**src/rtl/booth_seq_mult_25_pkg.sv**
```systemverilog
// rtl/booth_seq_mult_25_pkg.sv - shared widths, iteration count and FSM encoding
// for the radix-4 Booth sequential multiplier.
package booth_seq_mult_25_pkg;

  localparam int SRC_W  = 25;
  localparam int RES_W  = 50;
  localparam int ITER_N = 13;
  localparam int CNT_W  = $clog2(ITER_N);

  typedef enum logic [1:0] {
    ST_IDLE = 2'd0,
    ST_CALC = 2'd1,
    ST_DONE = 2'd2
  } state_e;

  // True when every bit of v carries the same value, i.e. all remaining
  // Booth groups recode to a zero digit.
  function automatic logic all_same(input logic [SRC_W-1:0] v);
    return (v == '0) || (v == '1);
  endfunction

endpackage

```
**src/rtl/booth_seq_mult_25_if.sv**
```systemverilog
// rtl/booth_seq_mult_25_if.sv - request/response handshake bundle; master drives
// operands and response ready, slave is the multiplier.
interface booth_seq_mult_25_if;
  import booth_seq_mult_25_pkg::*;

  logic             mul_req_vld;
  logic             mul_req_rdy;
  logic [SRC_W-1:0] mul_src_a;
  logic [SRC_W-1:0] mul_src_b;
  logic             mul_flush;
  logic             mul_rsp_vld;
  logic             mul_rsp_rdy;
  logic [RES_W-1:0] mul_rsp_data;
  logic             mul_busy;

  modport master (
    output mul_req_vld, mul_src_a, mul_src_b, mul_flush, mul_rsp_rdy,
    input  mul_req_rdy, mul_rsp_vld, mul_rsp_data, mul_busy
  );

  modport slave (
    input  mul_req_vld, mul_src_a, mul_src_b, mul_flush, mul_rsp_rdy,
    output mul_req_rdy, mul_rsp_vld, mul_rsp_data, mul_busy
  );

endinterface

```
**src/rtl/booth_seq_mult_25_code.sv**
```systemverilog
// rtl/booth_seq_mult_25_code.sv - radix-4 Booth encoder: turns one 3-bit multiplier
// group into a 26-bit partial product (one's complement when negative) plus sign/correction.
module booth_code_25_bit
  import booth_seq_mult_25_pkg::*;
(
  input  logic [2:0]       grp_i,
  input  logic [SRC_W-1:0] a_i,
  output logic [SRC_W:0]   pp_o,
  output logic             sn_o,
  output logic             h_o
);

  logic [SRC_W:0] sel;
  logic           neg;

  always_comb begin
    sel = '0;
    neg = 1'b0;
    case (grp_i)
      3'b001, 3'b010: sel = {a_i[SRC_W-1], a_i};
      3'b011:         sel = {a_i, 1'b0};
      3'b100: begin
        sel = {a_i, 1'b0};
        neg = 1'b1;
      end
      3'b101, 3'b110: begin
        sel = {a_i[SRC_W-1], a_i};
        neg = 1'b1;
      end
      default: begin
        sel = '0;
        neg = 1'b0;
      end
    endcase
  end

  // Negation is ~sel here; the +1 travels separately as h_o so the
  // accumulator adds it at the partial product's own weight.
  assign pp_o = neg ? ~sel : sel;
  assign sn_o = pp_o[SRC_W];
  assign h_o  = neg;

endmodule

```
**src/rtl/booth_seq_mult_25.sv**
```systemverilog
// rtl/booth_seq_mult_25.sv - sequential signed 25x25 radix-4 Booth multiplier, one
// partial product per cycle; BOOTH_SEQ_EARLY_TERM_EN enables early termination.
module booth_seq_mult_25
  import booth_seq_mult_25_pkg::*;
(
  input  logic               cpuclk,
  input  logic               cpurst_b,
  booth_seq_mult_25_if.slave bus
);

  state_e           state_q, state_d;
  logic [SRC_W-1:0] a_q, a_d;
  logic [SRC_W+1:0] b_q, b_d;
  logic [RES_W-1:0] acc_q, acc_d;
  logic [RES_W-1:0] rsp_q, rsp_d;
  logic [CNT_W-1:0] cnt_q, cnt_d;

  logic [SRC_W:0]   pp;
  logic             pp_sn;
  logic             pp_h;
  logic [RES_W-1:0] pp_term;
  logic [RES_W-1:0] acc_sum;
  logic             last_iter;

  // b_q is {b[24], b, 0}, shifted right arithmetically by two each
  // iteration so the active group always sits in b_q[2:0].
  booth_code_25_bit u_code (
    .grp_i (b_q[2:0]),
    .a_i   (a_q),
    .pp_o  (pp),
    .sn_o  (pp_sn),
    .h_o   (pp_h)
  );

  assign pp_term = {{(RES_W-SRC_W-1){pp_sn}}, pp} + RES_W'(pp_h);
  assign acc_sum = acc_q + (pp_term << {cnt_q, 1'b0});

`ifdef BOOTH_SEQ_EARLY_TERM_EN
  assign last_iter = (cnt_q == CNT_W'(ITER_N-1)) || all_same(b_q[SRC_W+1:2]);
`else
  assign last_iter = (cnt_q == CNT_W'(ITER_N-1));
`endif

  always_comb begin
    state_d = state_q;
    a_d     = a_q;
    b_d     = b_q;
    acc_d   = acc_q;
    rsp_d   = rsp_q;
    cnt_d   = cnt_q;
    if (bus.mul_flush) begin
      state_d = ST_IDLE;
    end else begin
      case (state_q)
        ST_IDLE: begin
          if (bus.mul_req_vld) begin
            state_d = ST_CALC;
            a_d     = bus.mul_src_a;
            b_d     = {bus.mul_src_b[SRC_W-1], bus.mul_src_b, 1'b0};
            acc_d   = '0;
            rsp_d   = '0;
            cnt_d   = '0;
          end
        end
        ST_CALC: begin
          acc_d = acc_sum;
          b_d   = {{2{b_q[SRC_W+1]}}, b_q[SRC_W+1:2]};
          cnt_d = cnt_q + 1'b1;
          if (last_iter) begin
            state_d = ST_DONE;
            rsp_d   = acc_sum;
          end
        end
        ST_DONE: begin
          if (bus.mul_rsp_rdy) begin
            state_d = ST_IDLE;
          end
        end
        default: state_d = ST_IDLE;
      endcase
    end
  end

  always_ff @(posedge cpuclk) begin
    if (!cpurst_b) begin
      state_q <= ST_IDLE;
      a_q     <= '0;
      b_q     <= '0;
      acc_q   <= '0;
      rsp_q   <= '0;
      cnt_q   <= '0;
    end else begin
      state_q <= state_d;
      a_q     <= a_d;
      b_q     <= b_d;
      acc_q   <= acc_d;
      rsp_q   <= rsp_d;
      cnt_q   <= cnt_d;
    end
  end

  assign bus.mul_req_rdy  = (state_q == ST_IDLE);
  assign bus.mul_rsp_vld  = (state_q == ST_DONE);
  assign bus.mul_busy     = (state_q != ST_IDLE);
  assign bus.mul_rsp_data = rsp_q;

endmodule

```
**src/flat_wrapper.sv**
```systemverilog
// flat-port wrapper written by rule: the top's interface ports become plain ports
module booth_seq_mult_25_flat import booth_seq_mult_25_pkg::*;
  (cpuclk, cpurst_b, bus_mul_req_vld, bus_mul_src_a, bus_mul_src_b, bus_mul_flush, bus_mul_rsp_rdy, bus_mul_req_rdy, bus_mul_rsp_vld, bus_mul_rsp_data, bus_mul_busy);
  booth_seq_mult_25_if bus_i ();
  input  logic cpuclk;
  input  logic cpurst_b;
  input wire logic [$bits(bus_i.mul_req_vld)-1:0] bus_mul_req_vld;
  input wire logic [$bits(bus_i.mul_src_a)-1:0] bus_mul_src_a;
  input wire logic [$bits(bus_i.mul_src_b)-1:0] bus_mul_src_b;
  input wire logic [$bits(bus_i.mul_flush)-1:0] bus_mul_flush;
  input wire logic [$bits(bus_i.mul_rsp_rdy)-1:0] bus_mul_rsp_rdy;
  output wire logic [$bits(bus_i.mul_req_rdy)-1:0] bus_mul_req_rdy;
  output wire logic [$bits(bus_i.mul_rsp_vld)-1:0] bus_mul_rsp_vld;
  output wire logic [$bits(bus_i.mul_rsp_data)-1:0] bus_mul_rsp_data;
  output wire logic [$bits(bus_i.mul_busy)-1:0] bus_mul_busy;
  assign bus_i.mul_req_vld = bus_mul_req_vld;
  assign bus_i.mul_src_a = bus_mul_src_a;
  assign bus_i.mul_src_b = bus_mul_src_b;
  assign bus_i.mul_flush = bus_mul_flush;
  assign bus_i.mul_rsp_rdy = bus_mul_rsp_rdy;
  assign bus_mul_req_rdy = bus_i.mul_req_rdy;
  assign bus_mul_rsp_vld = bus_i.mul_rsp_vld;
  assign bus_mul_rsp_data = bus_i.mul_rsp_data;
  assign bus_mul_busy = bus_i.mul_busy;
  booth_seq_mult_25 u_core (.cpuclk(cpuclk), .cpurst_b(cpurst_b), .bus(bus_i));
endmodule
```
**config.mk**
```make
export PLATFORM = sky130hd
export DESIGN_NAME = booth_seq_mult_25_flat
export DESIGN_NICKNAME = d
export VERILOG_FILES = /design/src/rtl/booth_seq_mult_25_pkg.sv /design/src/rtl/booth_seq_mult_25_if.sv /design/src/rtl/booth_seq_mult_25_code.sv /design/src/rtl/booth_seq_mult_25.sv /design/src/flat_wrapper.sv
export SDC_FILE = /design/constraint.sdc
export NUM_CORES = 1
export LEC_CHECK = 0
export BUFFER_PORTS_ARGS = -buffer_cell sky130_fd_sc_hd__buf_2
export CORE_UTILIZATION = 30
export DETAILED_ROUTE_END_ITERATION = 10
export GPL_TIMING_DRIVEN = 0
export PLACE_DENSITY = 0.49
export SYNTH_ARGS = -nofsm -noshare
export SYNTH_HDL_FRONTEND = slang
export SYNTH_SLANG_ARGS = --single-unit
export TNS_END_PERCENT = 100
```
**constraint.sdc**
```tcl
create_clock -name cpuclk -period 5.8 [get_ports cpuclk]
set_clock_uncertainty 0.15 [all_clocks]
set_input_delay 0 -clock cpuclk [delete_from_list [all_inputs] [get_ports cpuclk]]
set_output_delay 0 -clock cpuclk [all_outputs]
set_load 0.03 [all_outputs]
```
==> metrics.md <==
| Metric | Value |
|---|---|
| Status | complete, but fails checks |
| Failing checks | setup timing |
| Crit start category | register |
| R2r endpoint | u_core.bus.mul_rsp_data[46] |
| Initial antenna violation count | 0 |
| Final Cycle Share | 103% |
| Top Metal Used | met4 |
| Most used cell, CP | buf_4 |
| Placed cell count | 2,219 |
| Slowest cell on crit path | a2111oi_4 |
| Share of cells above drive strength 1 | 24.2% |
| ANT nets after route | 0 |
| Psw | 1.12 mW |
| Share of flip-flops with an asynchronous set or reset | 0% |
| Worst skew pair latency | 0.47 ns |
| Setup violations, final | 21 |
| Worst Path Max Fanout | 10 |
| Reg power frac | 34.1% |
| Site Rows | 73 |
| Comb pwr share | 27.0% |
| Worst vdd ir | 0.000230 V |
| CTS sink count | 158 |
| DR vias | 13,146 |
| RSZ-0062 raised after global routing | yes |
| Placement Cell Area | 13,300 um^2 |
| Avg Vias per Cell | 5.52 |
| DP HPWL | 37.2 mm |
| Min-delay src | bus_mul_req_vld |
| DRC Markers | 0 |
| Vias in the first global route | 12,400 |
| Ys flop type | dfxtp_1 |
| Fin nets | 1,953 |
| CP peak stage delay | 0.47 ns |
| Area growth, synth to finish | 35.5% |
| Root Driver | clkbuf_16 |
| Post-Synthesis Net Count | 1,698 |
| Syn Inst Count | 1,588 |
| Hold path cells | 5 |
| Final wirelength | 49.9 mm |
| CP endpoint kind | register |
| FF+latch count, synth | 158 |
| YS warnings | 0 |
| Avg Cell Area, Syn | 7.64 um^2 |
| Largest net degree at the start of global routing | 17 |
| Wire length per cell | 21.0 um |
| Met2 Wirelength | 22.3 mm |
| First-pass GRT wire length | 75.4 mm |
| Worst Tran Pin Value | 0.994 ns |
| GRT Overall Usage | 23.9% |
| Worst-path clk slew | 0.07 ns |
| Worst Hold End | u_core.a_q[0] |
| Met1 wire length | 24.1 mm |
| Longest Clk Path Bufs | 2 |
| Drt first pass iters | 8 |
| Worst reg2reg setup slack | -0.15 ns |
| Leak | 6.79 nW |
| Worst Hold Class | primary input to register |
| Area of the die | 41,200 um^2 |
| Critical path class | register to register |
| Post-synthesis sequential area ratio | 26.1% |
| Max Fclk | 168 MHz |
| # IOs | 108 |
| CTS Buf Count | 17 |
| R2r startpoint | u_core.b_q[1] |
| GPL Wtd Cong | 0.978 |
| Starting Density | 30.4% |
| Final Cell Area | 16,400 um^2 |
| Worst R2R Path Depth | 24 |
| Met3 wire len | 2.88 mm |
| Post-synth EDFFs | 0 |
| Die W | 203 um |
| Netlist Area Pre-Place | 12,100 um^2 |
| Gr ovfl total | 0 |
| Hold Violations, Final | 0 |
| DRT iter0 DRCs | 1,118 |
| Critical Path RT | 6.01 ns |
| Sw Share | 33.7% |
| TritonCTS clock tree | built |
| Headroom to the max-slew limit | 33.7% |
| Die height | 203 um |
| Clock power frac | 38.9% |
| Pwr/cell area | 203 nW/um^2 |
| Arr. time, crit path | 6.16 ns |
| Yosys cell types | 93 |
| Number of port buffers | 106 |
| H-tree levels | 4 |
| Slew Limit Fails | 0 |
| Core Footprint | 39,800 um^2 |
| Final setup margin | -0.154 ns |
| CP cell instances | buf_4 > clkbuf_4 > nor4b_2 > a211oi_2 > nand4b_1 > buf_4 > nor3_4 > nand2_1 > xor2_1 > a221o_1 > mux2i_4 > mux2i_2 > o22ai_2 > ha_2 > and3_4 > nand4_1 > nor2_2 > o2111ai_4 > a2111oi_4 > nor2_4 > o31ai_4 > a41oi_2 > xnor2_2 > a32o_1 |
| N_diodes | 0 |
| Internal power | 2.21 mW |
| Cell Count, Final, Fillers Out | 2,381 |
| Minimum clock period | 5.95 ns |
| Max Cap Viol | 0 |
[cell usage after synthesis (10+ instances only)]
library cell,number,area share [%]
nand2_1,299,9.3
dfxtp_1,158,26
nor2_1,100,3.1
clkbuf_1,93,2.9
nand3_1,81,3.3
a21boi_0,78,4.8
o21ai_0,74,3.1
a21oi_1,62,2.6
xnor2_1,55,4.0
ha_1,54,5.6
a21o_1,49,3.0
xor2_1,32,2.3
mux2i_1,31,2.6
and2_1,30,1.5
a31oi_1,25,1.3
o211a_1,24,2.0
nor2b_1,18,0.93
nor3_1,18,0.74
buf_1,14,0.43
nand4_1,14,0.72
a22oi_1,13,0.80
nand4b_1,13,0.94
a211oi_1,12,0.74
inv_1,12,0.37
and3_1,11,0.57
o221ai_1,11,0.79
o22ai_1,11,0.57
buf_2,10,0.41
o211ai_1,10,0.62
[cell type report]
| class | instances | area [um^2] |
|---|---|---|
| Buffer | 112 | 574 |
| Clock buffer | 19 | 443 |
| Clock inverter | 13 | 200 |
| Fill cell | 4142 | 23400 |
| Inverter | 14 | 52.6 |
| Multi-Input combinational cell | 1292 | 9560 |
| Sequential cell | 158 | 3170 |
| Tap cell | 525 | 657 |
| Timing Repair Buffer | 248 | 1770 |
[cell usage in the layout, fill, tap and decap left out, types with 29 or more instances in the layout]
cell,n
and2_1,29
nor2_1,85
dlygate4sd3_1,60
ha_1,35
a21boi_0,68
buf_2,110
a21o_1,49
nand3_1,75
nand2_1,293
clkbuf_1,76
xnor2_1,47
buf_4,82
a21oi_1,46
o21ai_0,49
dfxtp_1,155
[power by group through the flow]
| stage | logic [mW] | clock network [mW] | registers, mW |
|---|---|---|---|
| final | 0.899 | 1.29 | 1.14 |
| after global routing | 0.952 | 1.36 | 1.14 |
| after CTS | 0.811 | 1.31 | 1.14 |
| after detailed placement | 0.695 | 0 | 1.16 |
| after global placement | 0.694 | 0 | 1.16 |
| after floorplan | 0.455 | 0 | 1.16 |
[worst max-delay path by stage]
| stage | start | endpoint | slack (ns) | cells past startpoint |
|---|---|---|---|---|
| detailed placement | u_core.b_q[1] | u_core.acc_q[46] | -1.74 | 25 |
| finish | u_core.b_q[1] | u_core.bus.mul_rsp_data[46] | -0.15 | 24 |
| CTS | u_core.b_q[2] | u_core.acc_q[46] | -0.04 | 27 |
| floorplan | u_core.b_q[2] | u_core.acc_q[46] | 0.11 | 27 |
| global route | u_core.b_q[2] | u_core.acc_q[41] | -0.33 | 28 |
| global placement | u_core.b_q[2] | u_core.acc_q[46] | -1.82 | 27 |
[timing repair]
item | 4_1_cts | 5_1_grt
endpoints found under the setup margin | 76 | 62
hold endpoints to repair | 53 | 0
hold buffers | 60 | 0
setup buffers | 45 | 37
pin swaps | 61 | 71
resized for setup | 173 | 116
[worst max-delay path: cells and delay by family, from the launching register on]
family / cells / cell delay, ns
AO/OA/AOI/OAI: 8 / 1.92
XOR/XNOR: 2 / 0.47
adder cells (fa/ha/maj): 1 / 0.45
buffers and inverters: 3 / 0.61
flip-flops: 1 / 0.40
multiplexers: 2 / 0.43
AND/OR/NAND/NOR: 8 / 1.41
[sequential cells by signal, summed over array words and instances, names as in the netlist]
register,count
u_core.a_q,25
u_core.acc_q,50
u_core.b_q,27
u_core.bus.mul_rsp_data,50
u_core.cnt_q,4
u_core.state_q,2
[cells by family (layout without fill, tap and decap cells)]
| group | Yosys count | in the layout | share of synthesized area [%] |
|---|---|---|---|
| and+or+nand+nor | 646 | 646 | 25.8 |
| AOI/OAI and AO/OA | 461 | 461 | 27.6 |
| DFF | 158 | 158 | 26.1 |
| buffers and inverters | 138 | 406 | 4.65 |
| xor gates and xnor gates | 87 | 87 | 6.28 |
| adders and majority gates | 56 | 56 | 5.83 |
| muxes | 42 | 42 | 3.80 |
[metal layers]
| layer | GRT usage, % | vias to the layer above |
|---|---|---|
| met3 | 3.71 | 51 |
| li1 | - | 6251 |
| met4 | 4.56 | 0 |
| met1 | 34.1 | 6395 |
| met5 | 0 | - |
| met2 | 37.8 | 449 |
[metrics by stage]
stage / utilization [%] / setup slack (ns) / setup TNS (ns) / hold WS (ns) / power [mW]
global placement: 33.4 / -1.82 / -91.16 / 0.102 / 1.85
detailed placement: 33.4 / -1.74 / -84.81 / 0.111 / 1.85
floorplan: - / 0.108 / 0 / -0.00508 / 1.61
finish: 41.2 / -0.154 / -1.73 / 0.109 / 3.33
CTS: 39.3 / -0.0377 / -0.117 / 0.0932 / 3.26
global route: 41.2 / -0.328 / -7.17 / 0.114 / 3.45
Note: power is estimated with default switching activity, not from simulation.
